### config.mk
export PLATFORM = sky130hd
export DESIGN_NAME = sigmoid_inverse_seq
export DESIGN_NICKNAME = d
export VERILOG_FILES = /design/src/rtl/sigmoid_inverse_seq.sv
export SDC_FILE = /design/constraint.sdc
export NUM_CORES = 1
export LEC_CHECK = 0
export BUFFER_PORTS_ARGS = -buffer_cell sky130_fd_sc_hd__clkbuf_2
export CELL_PAD_IN_SITES_DETAIL_PLACEMENT = 1
export CELL_PAD_IN_SITES_GLOBAL_PLACEMENT = 2
export CORE_ASPECT_RATIO = 0.8
export CORE_UTILIZATION = 32
export DETAILED_ROUTE_END_ITERATION = 7
export GPL_ROUTABILITY_DRIVEN = 1
export PLACE_DENSITY = 0.87
export REMOVE_ABC_BUFFERS = 1
export SLEW_MARGIN = 30
export SYNTH_ARGS = -nofsm -noshare
export SYNTH_HDL_FRONTEND = slang
export SYNTH_SLANG_ARGS = --single-unit
### constraint.sdc
create_clock -name clk -period 6.4 [get_ports clk]
set_input_delay 1.92 -clock clk [delete_from_list [all_inputs] [get_ports clk]]
set_output_delay 1.92 -clock clk [all_outputs]
set_load 0.05 [all_outputs]
### src/rtl/sigmoid_inverse_seq.sv
// sigmoid_inverse_seq: inverse of the 2-segment piecewise-linear sigmoid.
// Takes a Q.13 sigmoid value y and recovers the sign-magnitude Q4.13 pre-activation x.
// The recovered magnitude is floor((y' - C2) * 8192 / C1), computed by a 17-step restoring divider.
// Output registers load on the first DONE cycle, and out_valid rises on the following cycle.
module sigmoid_inverse_seq #(
  parameter logic [15:0] C1_A  = 16'd1696,
  parameter logic [15:0] C2_A  = 16'd4096,
  parameter logic [15:0] C1_B  = 16'd215,
  parameter logic [15:0] C2_B  = 16'd6466,
  parameter logic [15:0] Y_BRK = 16'd6810,
  parameter logic [15:0] Y_SAT = 16'd8186
) (
  input  logic        clk,
  input  logic        reset,
  input  logic        in_valid,
  output logic        in_ready,
  input  logic [47:0] y_in,
  output logic        out_valid,
  input  logic        out_ready,
  output logic [17:0] x_out,
  output logic [1:0]  region
);

  typedef enum logic [1:0] {
    IDLE = 2'b00,
    PREP = 2'b01,
    DIV  = 2'b10,
    DONE = 2'b11
  } state_t;

  state_t      state_r;
  state_t      state_nxt_s;

  // working registers
  logic [47:0] y_r;
  logic        sign_r;
  logic [1:0]  seg_r;
  logic [16:0] q_r;
  logic [27:0] rem_r;
  logic [16:0] dvd_r;
  logic [15:0] dsr_r;
  logic [4:0]  cnt_r;

  // output registers
  logic        in_ready_r;
  logic        out_valid_r;
  logic [17:0] x_out_r;
  logic [1:0]  region_r;

  // PREP datapath
  logic [13:0] y_clamp_s;
  logic [13:0] y_fold_s;
  logic        fold_sign_s;
  logic        sat_s;
  logic [1:0]  seg_s;
  logic [15:0] c1_s;
  logic [15:0] c2_s;
  logic [15:0] diff_s;
  logic [26:0] dividend_s;
  logic        ovf_s;

  // divider step
  logic [27:0] shifted_s;
  logic [28:0] trial_s;
  logic        ge_s;

  // output control
  logic        in_ready_nxt_s;
  logic        out_valid_nxt_s;
  logic        load_s;
  logic [17:0] x_nxt_s;

  assign in_ready  = in_ready_r;
  assign out_valid = out_valid_r;
  assign x_out     = x_out_r;
  assign region    = region_r;

  // Clamp, fold and segment-select the latched y; build dividend and divisor.
  always_comb begin
    y_clamp_s   = 14'd0;
    y_fold_s    = 14'd0;
    fold_sign_s = 1'b0;
    sat_s       = 1'b0;
    seg_s       = 2'b00;
    c1_s        = C1_A;
    c2_s        = C2_A;
    diff_s      = 16'd0;
    dividend_s  = 27'd0;
    ovf_s       = 1'b0;

    if (y_r[47]) begin
      y_clamp_s = 14'd0;
    end else if (y_r > 48'd8192) begin
      y_clamp_s = 14'd8192;
    end else begin
      y_clamp_s = y_r[13:0];
    end

    if (y_clamp_s >= 14'd4096) begin
      fold_sign_s = 1'b0;
      y_fold_s    = y_clamp_s;
    end else begin
      fold_sign_s = 1'b1;
      y_fold_s    = 14'd8192 - y_clamp_s;
    end

    if ({2'b00, y_fold_s} >= Y_SAT) begin
      sat_s = 1'b1;
      seg_s = 2'b00;
      c1_s  = C1_B;
      c2_s  = C2_B;
    end else if ({2'b00, y_fold_s} < Y_BRK) begin
      sat_s = 1'b0;
      seg_s = 2'b10;
      c1_s  = C1_A;
      c2_s  = C2_A;
    end else begin
      sat_s = 1'b0;
      seg_s = 2'b11;
      c1_s  = C1_B;
      c2_s  = C2_B;
    end

    if ({2'b00, y_fold_s} >= c2_s) begin
      diff_s = {2'b00, y_fold_s} - c2_s;
    end else begin
      diff_s = 16'd0;
    end

    dividend_s = {diff_s[13:0], 13'd0};
    // quotient would not fit in 17 bits
    ovf_s = ({6'd0, dividend_s} >= {c1_s, 17'd0});
  end

  // One restoring-division step: shift in the next dividend bit, trial-subtract the divisor.
  always_comb begin
    shifted_s = {rem_r[26:0], dvd_r[16]};
    trial_s   = {1'b0, shifted_s} - {13'd0, dsr_r};
    ge_s      = ~trial_s[28];
  end

  // State register.
  always_ff @(posedge clk) begin
    if (reset) begin
      state_r <= IDLE;
    end else begin
      state_r <= state_nxt_s;
    end
  end

  // Next-state logic.
  always_comb begin
    state_nxt_s = state_r;
    case (state_r)
      IDLE: begin
        if (in_valid && in_ready_r) begin
          state_nxt_s = PREP;
        end else begin
          state_nxt_s = IDLE;
        end
      end
      PREP: begin
        if (sat_s || ovf_s) begin
          state_nxt_s = DONE;
        end else begin
          state_nxt_s = DIV;
        end
      end
      DIV: begin
        if (cnt_r == 5'd16) begin
          state_nxt_s = DONE;
        end else begin
          state_nxt_s = DIV;
        end
      end
      DONE: begin
        if (out_valid_r && out_ready) begin
          state_nxt_s = IDLE;
        end else begin
          state_nxt_s = DONE;
        end
      end
      default: state_nxt_s = IDLE;
    endcase
  end

  // Output decode; the result is loaded on the first DONE cycle.
  always_comb begin
    in_ready_nxt_s  = (state_nxt_s == IDLE);
    out_valid_nxt_s = (state_r == DONE) && (state_nxt_s == DONE);
    load_s          = (state_r == DONE) && !out_valid_r;
    // no negative zero
    x_nxt_s         = {sign_r & (q_r != 17'd0), q_r};
  end

  // Input latch, segment setup and the divider iteration.
  always_ff @(posedge clk) begin
    if (reset) begin
      y_r    <= 48'd0;
      sign_r <= 1'b0;
      seg_r  <= 2'b00;
      q_r    <= 17'd0;
      rem_r  <= 28'd0;
      dvd_r  <= 17'd0;
      dsr_r  <= 16'd0;
      cnt_r  <= 5'd0;
    end else begin
      case (state_r)
        IDLE: begin
          if (in_valid && in_ready_r) begin
            y_r <= y_in;
          end
        end
        PREP: begin
          sign_r <= fold_sign_s;
          seg_r  <= seg_s;
          // top 10 bits preloaded so only the 17 quotient bits need steps
          rem_r  <= {18'd0, dividend_s[26:17]};
          dvd_r  <= dividend_s[16:0];
          dsr_r  <= c1_s;
          cnt_r  <= 5'd0;
          if (sat_s) begin
            q_r <= 17'h10000;
          end else if (ovf_s) begin
            q_r <= 17'h1FFFF;
          end else begin
            q_r <= 17'd0;
          end
        end
        DIV: begin
          rem_r <= ge_s ? trial_s[27:0] : shifted_s;
          dvd_r <= {dvd_r[15:0], 1'b0};
          q_r   <= {q_r[15:0], ge_s};
          cnt_r <= cnt_r + 5'd1;
        end
        DONE: begin
          cnt_r <= cnt_r;
        end
        default: begin
          cnt_r <= 5'd0;
        end
      endcase
    end
  end

  // Registered handshake and result outputs.
  always_ff @(posedge clk) begin
    if (reset) begin
      in_ready_r  <= 1'b1;
      out_valid_r <= 1'b0;
      x_out_r     <= 18'd0;
      region_r    <= 2'b00;
    end else begin
      in_ready_r  <= in_ready_nxt_s;
      out_valid_r <= out_valid_nxt_s;
      if (load_s) begin
        x_out_r  <= x_nxt_s;
        region_r <= seg_r;
      end
    end
  end

endmodule

==> impl_metrics.toml <==
[setup_path]
crit_family = "simple AND/OR/NAND/NOR gates"
crit_arrival_ps = 6970
cp_num_buf_inv = 4
critical_path_required_ps = 6710
critical_path.max_fanout = 6
criticalPathCategory = "flop to flop"
worst_path_most_repeated_cell = "buf_6"
critical-path-max-stage-delay_ps = 540
crit_path_start_kind = "flop"
crit_slowest_cell = "or4_4"
end_kind = "flop"

[cells_and_area]
fillCellCount = 2873
multi_input_comb_area_um2 = 4886
fin_area_um2 = 9609
seqCellArea_um2 = 2624
share_of_final_layout_standard_cells_stronger_than_drive_strength_1_pct = 23.50
diodes = 0
utilization_pct = 40.96
areaGrowthSynthToFinish_pct = 25.43
fin_nets = 1189

[route]
detail_route.vias_per_cell = 5.461
detail_route.wl_per_cell_um = 17.73
drtIter0Drc = 478
finalWirelength_mm = 25.38
drt_pre_antenna_iters = 5
route.antenna.remaining_nets = 0
routed-via-count = 7815
drc_errors = 0

[timing]
max_slew.worst_pin.slew_ps = 924.8
post_layout_worst_setup_margin_ps = -255.8
setup_viol_count_final = 20
rsz0062_at_grt = "yes"
fin_setup_tns_ps = -3211
final-max-slew-violation-count = 0
layout_min_cycle_time_ps = 6656
timing.slew.headroom_pct = 38.12
endpoints_failing_hold = 0
min_period_over_period_pct = 104.0
skew_ps = 12.12
max_freq_mhz = 150.2

[placement]
place.port_buffers = 73
routabilityCongestion = 0.8869
placed_area_um2 = 8641
detailedPlacementHpwl_mm = 16.85

[yosys]
synth_cells = 994
asyncSetResetFlopFracSynth_pct = 0
synth_compound_area_share_pct = 24.92
synth.ff_latch_count = 131
synth-simple-area-share_pct = 26.57
ys_warn_count = 0
synth_fa_ha_area_share_pct = 5.161
distinct_cell_type_count_of_the_synthesized_netlist = 77
synthTopCellsByArea = "dfxtp_1 34%, nand2_1 9.9%, a21oi_1 7.5%"
synth.area.mux_share_pct = 0.7839
synthXorXnorAreaFrac_pct = 3.087
yosys.area.top_type_share_pct = 34.23
synth_sequential_area_ratio_pct = 34.23
synth.avg_cell_area_um2 = 7.707
synthFlopType = "dfxtp_1"
synth_top_family_by_area = "simple AND/OR/NAND/NOR gates"
synthDominantAreaCellType = "dfxtp_1"
synth_enable_flop_cells = 0
netlist_area_um2 = 7661

[global_routing]
grt_start_max_net_pins = 67
groute.usage.overall_pct = 20.88
globalRoute.totalOverflow = 0
grt_pass1_wl_mm = 41.64
first_global_vias = 8011
grt_antenna_before_repair = 0

[clocking]
tritoncts = "yes"
h-tree-depth = 4
cts_inserted_buffers = 17
clock_insertion_delay_worst_skew_ps = 430
ctsLongestPathBuffers = 2
cts_hold_buf = 0
cts.reportedPaths.clkPinSlew_ps = 60
clock_tree.root_cell = "clkbuf_16"
numClockSinks = 131

[hold_path]
worst_hold_path_type = "flop to flop"

[floorplanning]
start_util_pct = 32.66
design.die.area_um2 = 24570
floorplan.die.width_um = 175.0
core_um2 = 23460
rows = 50
pin_count = 74
dieHeight_um = 140.4

[power]
p_leak_nw = 3.824
peakVddDrop_mv = 0.2006
power.density_cell_area_nw_per_um2 = 456.2

[job]
max_cap_viol_count = 0

[run_status]
status = "complete, but fails checks"
failed_checks = "setup timing"
[metrics by stage]
| stage | worst slack (ps) | hold slack, ps | cells | total power, W |
|---|---|---|---|---|
| after floorplan | -766.4 | 425.1 | 930 | 0.002553 |
| after global placement | -62.34 | 443.5 | 1383 | 0.003243 |
| after detailed placement | -430.4 | 449.5 | 1383 | 0.003297 |
| after CTS | -37.46 | 457.8 | 1429 | 0.004316 |
| after global routing | -492.1 | 467.8 | 1431 | 0.004700 |
| final | -255.8 | 456.7 | 1431 | 0.004383 |
[synth_stat cells, types with 3 or more instances]
master and n:
buf_6 6, nand3_1 24, nor2_2 4, nor2b_1 9, nor3_1 23, o311ai_0 4
o211ai_1 18, o211ai_2 11, buf_1 10, o22ai_1 3, dfxtp_1 131, nor2_1 63
inv_1 29, a221oi_1 4, a21oi_1 115, a2bb2oi_1 3, o21a_1 9, xor2_1 17
or4_1 10, and3_1 20, nand2_1 203, a21boi_0 6, o31ai_1 6, a31oi_1 4
o31a_1 4, o21ai_0 35, xnor2_1 10, o2111ai_1 4, nor4_1 23, nand3b_1 4
clkbuf_1 45, buf_2 3, mux2i_1 6, a311oi_1 3, ha_1 30, nand2b_1 7
a211o_1 6, a21o_1 4, a211oi_1 12, nand4_1 13, or3_1 11
[registers in the layout, summed over array words and instances, names as in the netlist]
register / cells
y_r: 48
dvd_r: 4
out_valid: 1
dsr_r: 3
state_r: 2
seg_r: 2
in_ready: 1
q_r: 17
rem_r: 27
cnt_r: 5
region: 2
sign_r: 1
x_out: 18
[placed cells by master, fill, tap and decap left out, types with 8 or more instances in the layout]
cell / n
o21a_1: 9
o21ai_0: 32
clkbuf_16: 18
buf_4: 79
nand4_1: 13
or3_1: 11
nand3_1: 24
inv_1: 26
a21oi_1: 111
o211ai_2: 11
and3_1: 20
clkbuf_2: 72
o211ai_1: 18
or4_1: 8
ha_1: 23
nor4_1: 20
dfxtp_1: 130
nor3_1: 21
nand2_1: 200
xor2_1: 17
xnor2_1: 10
nor2b_1: 9
nor2_1: 60
[path summary, 6_finish.rpt]
path              cells after the start                    to  slack, ps                  from
setup reg to reg                     30   in_ready$_SDFF_PP1_       -260   y_r[6]$_SDFFE_PP0P_
hold reg to reg                       2  y_r[30]$_SDFFE_PP0P_        460  y_r[30]$_SDFFE_PP0P_
hold / removal                        2  y_r[30]$_SDFFE_PP0P_        460  y_r[30]$_SDFFE_PP0P_
setup / recovery                     30   in_ready$_SDFF_PP1_       -260   y_r[6]$_SDFFE_PP0P_
[report_power, final]
| part | switching, W | internal, W |
|---|---|---|
| logic | 0.00155 | 0.000873 |
| clock network | 0.000413 | 0.000520 |
| registers | 0.0000932 | 0.000936 |
| total | 0.00205 | 0.00233 |
[routing by layer]
| layer | vias to the layer above | GRT usage [%] | part of all wire (%) |
|---|---|---|---|
| met5 | - | 0 | 0 |
| met4 | 0 | 6.590 | 1.6 |
| met3 | 32 | 4.153 | 3.8 |
| met2 | 148 | 33.12 | 46 |
| met1 | 3859 | 28.33 | 49 |
| li1 | 3776 | - | - |
[layout make-up]
class                      count  share of cell area, %
tap                          312                  4.062
inverter                      30                  1.198
multi-input combinational    769                  50.85
timing repair buffer         157                  10.86
clock buffer                  19                  4.714
sequential                   131                  27.30
clock inverter                13                  1.016
[worst reg2reg max path: cells and delay by family, from the launching register on]
kind            cells  cell delay [ps]
buf+inv             4              460
flops               1              310
simple gates       11             2900
compound gates     12             2150
fa+ha+maj           3              720
[logic make-up after synthesis]
kind of cell,count (synthesis)
flip-flops,131
adder cells (fa/ha/maj),31
AND/OR/NAND/NOR,429
XOR/XNOR,27
buffers and inverters,94
AO/OA/AOI/OAI,276
multiplexers,6
[what timing repair did]
item | in CTS | in global routing
pin swaps | 21 | 17
setup buffers | 14 | 3
endpoints found under the setup margin | 20 | 20
cloned | 0 | 1
gates resized for setup | 37 | 21
(Power assumes the default switching activity.)
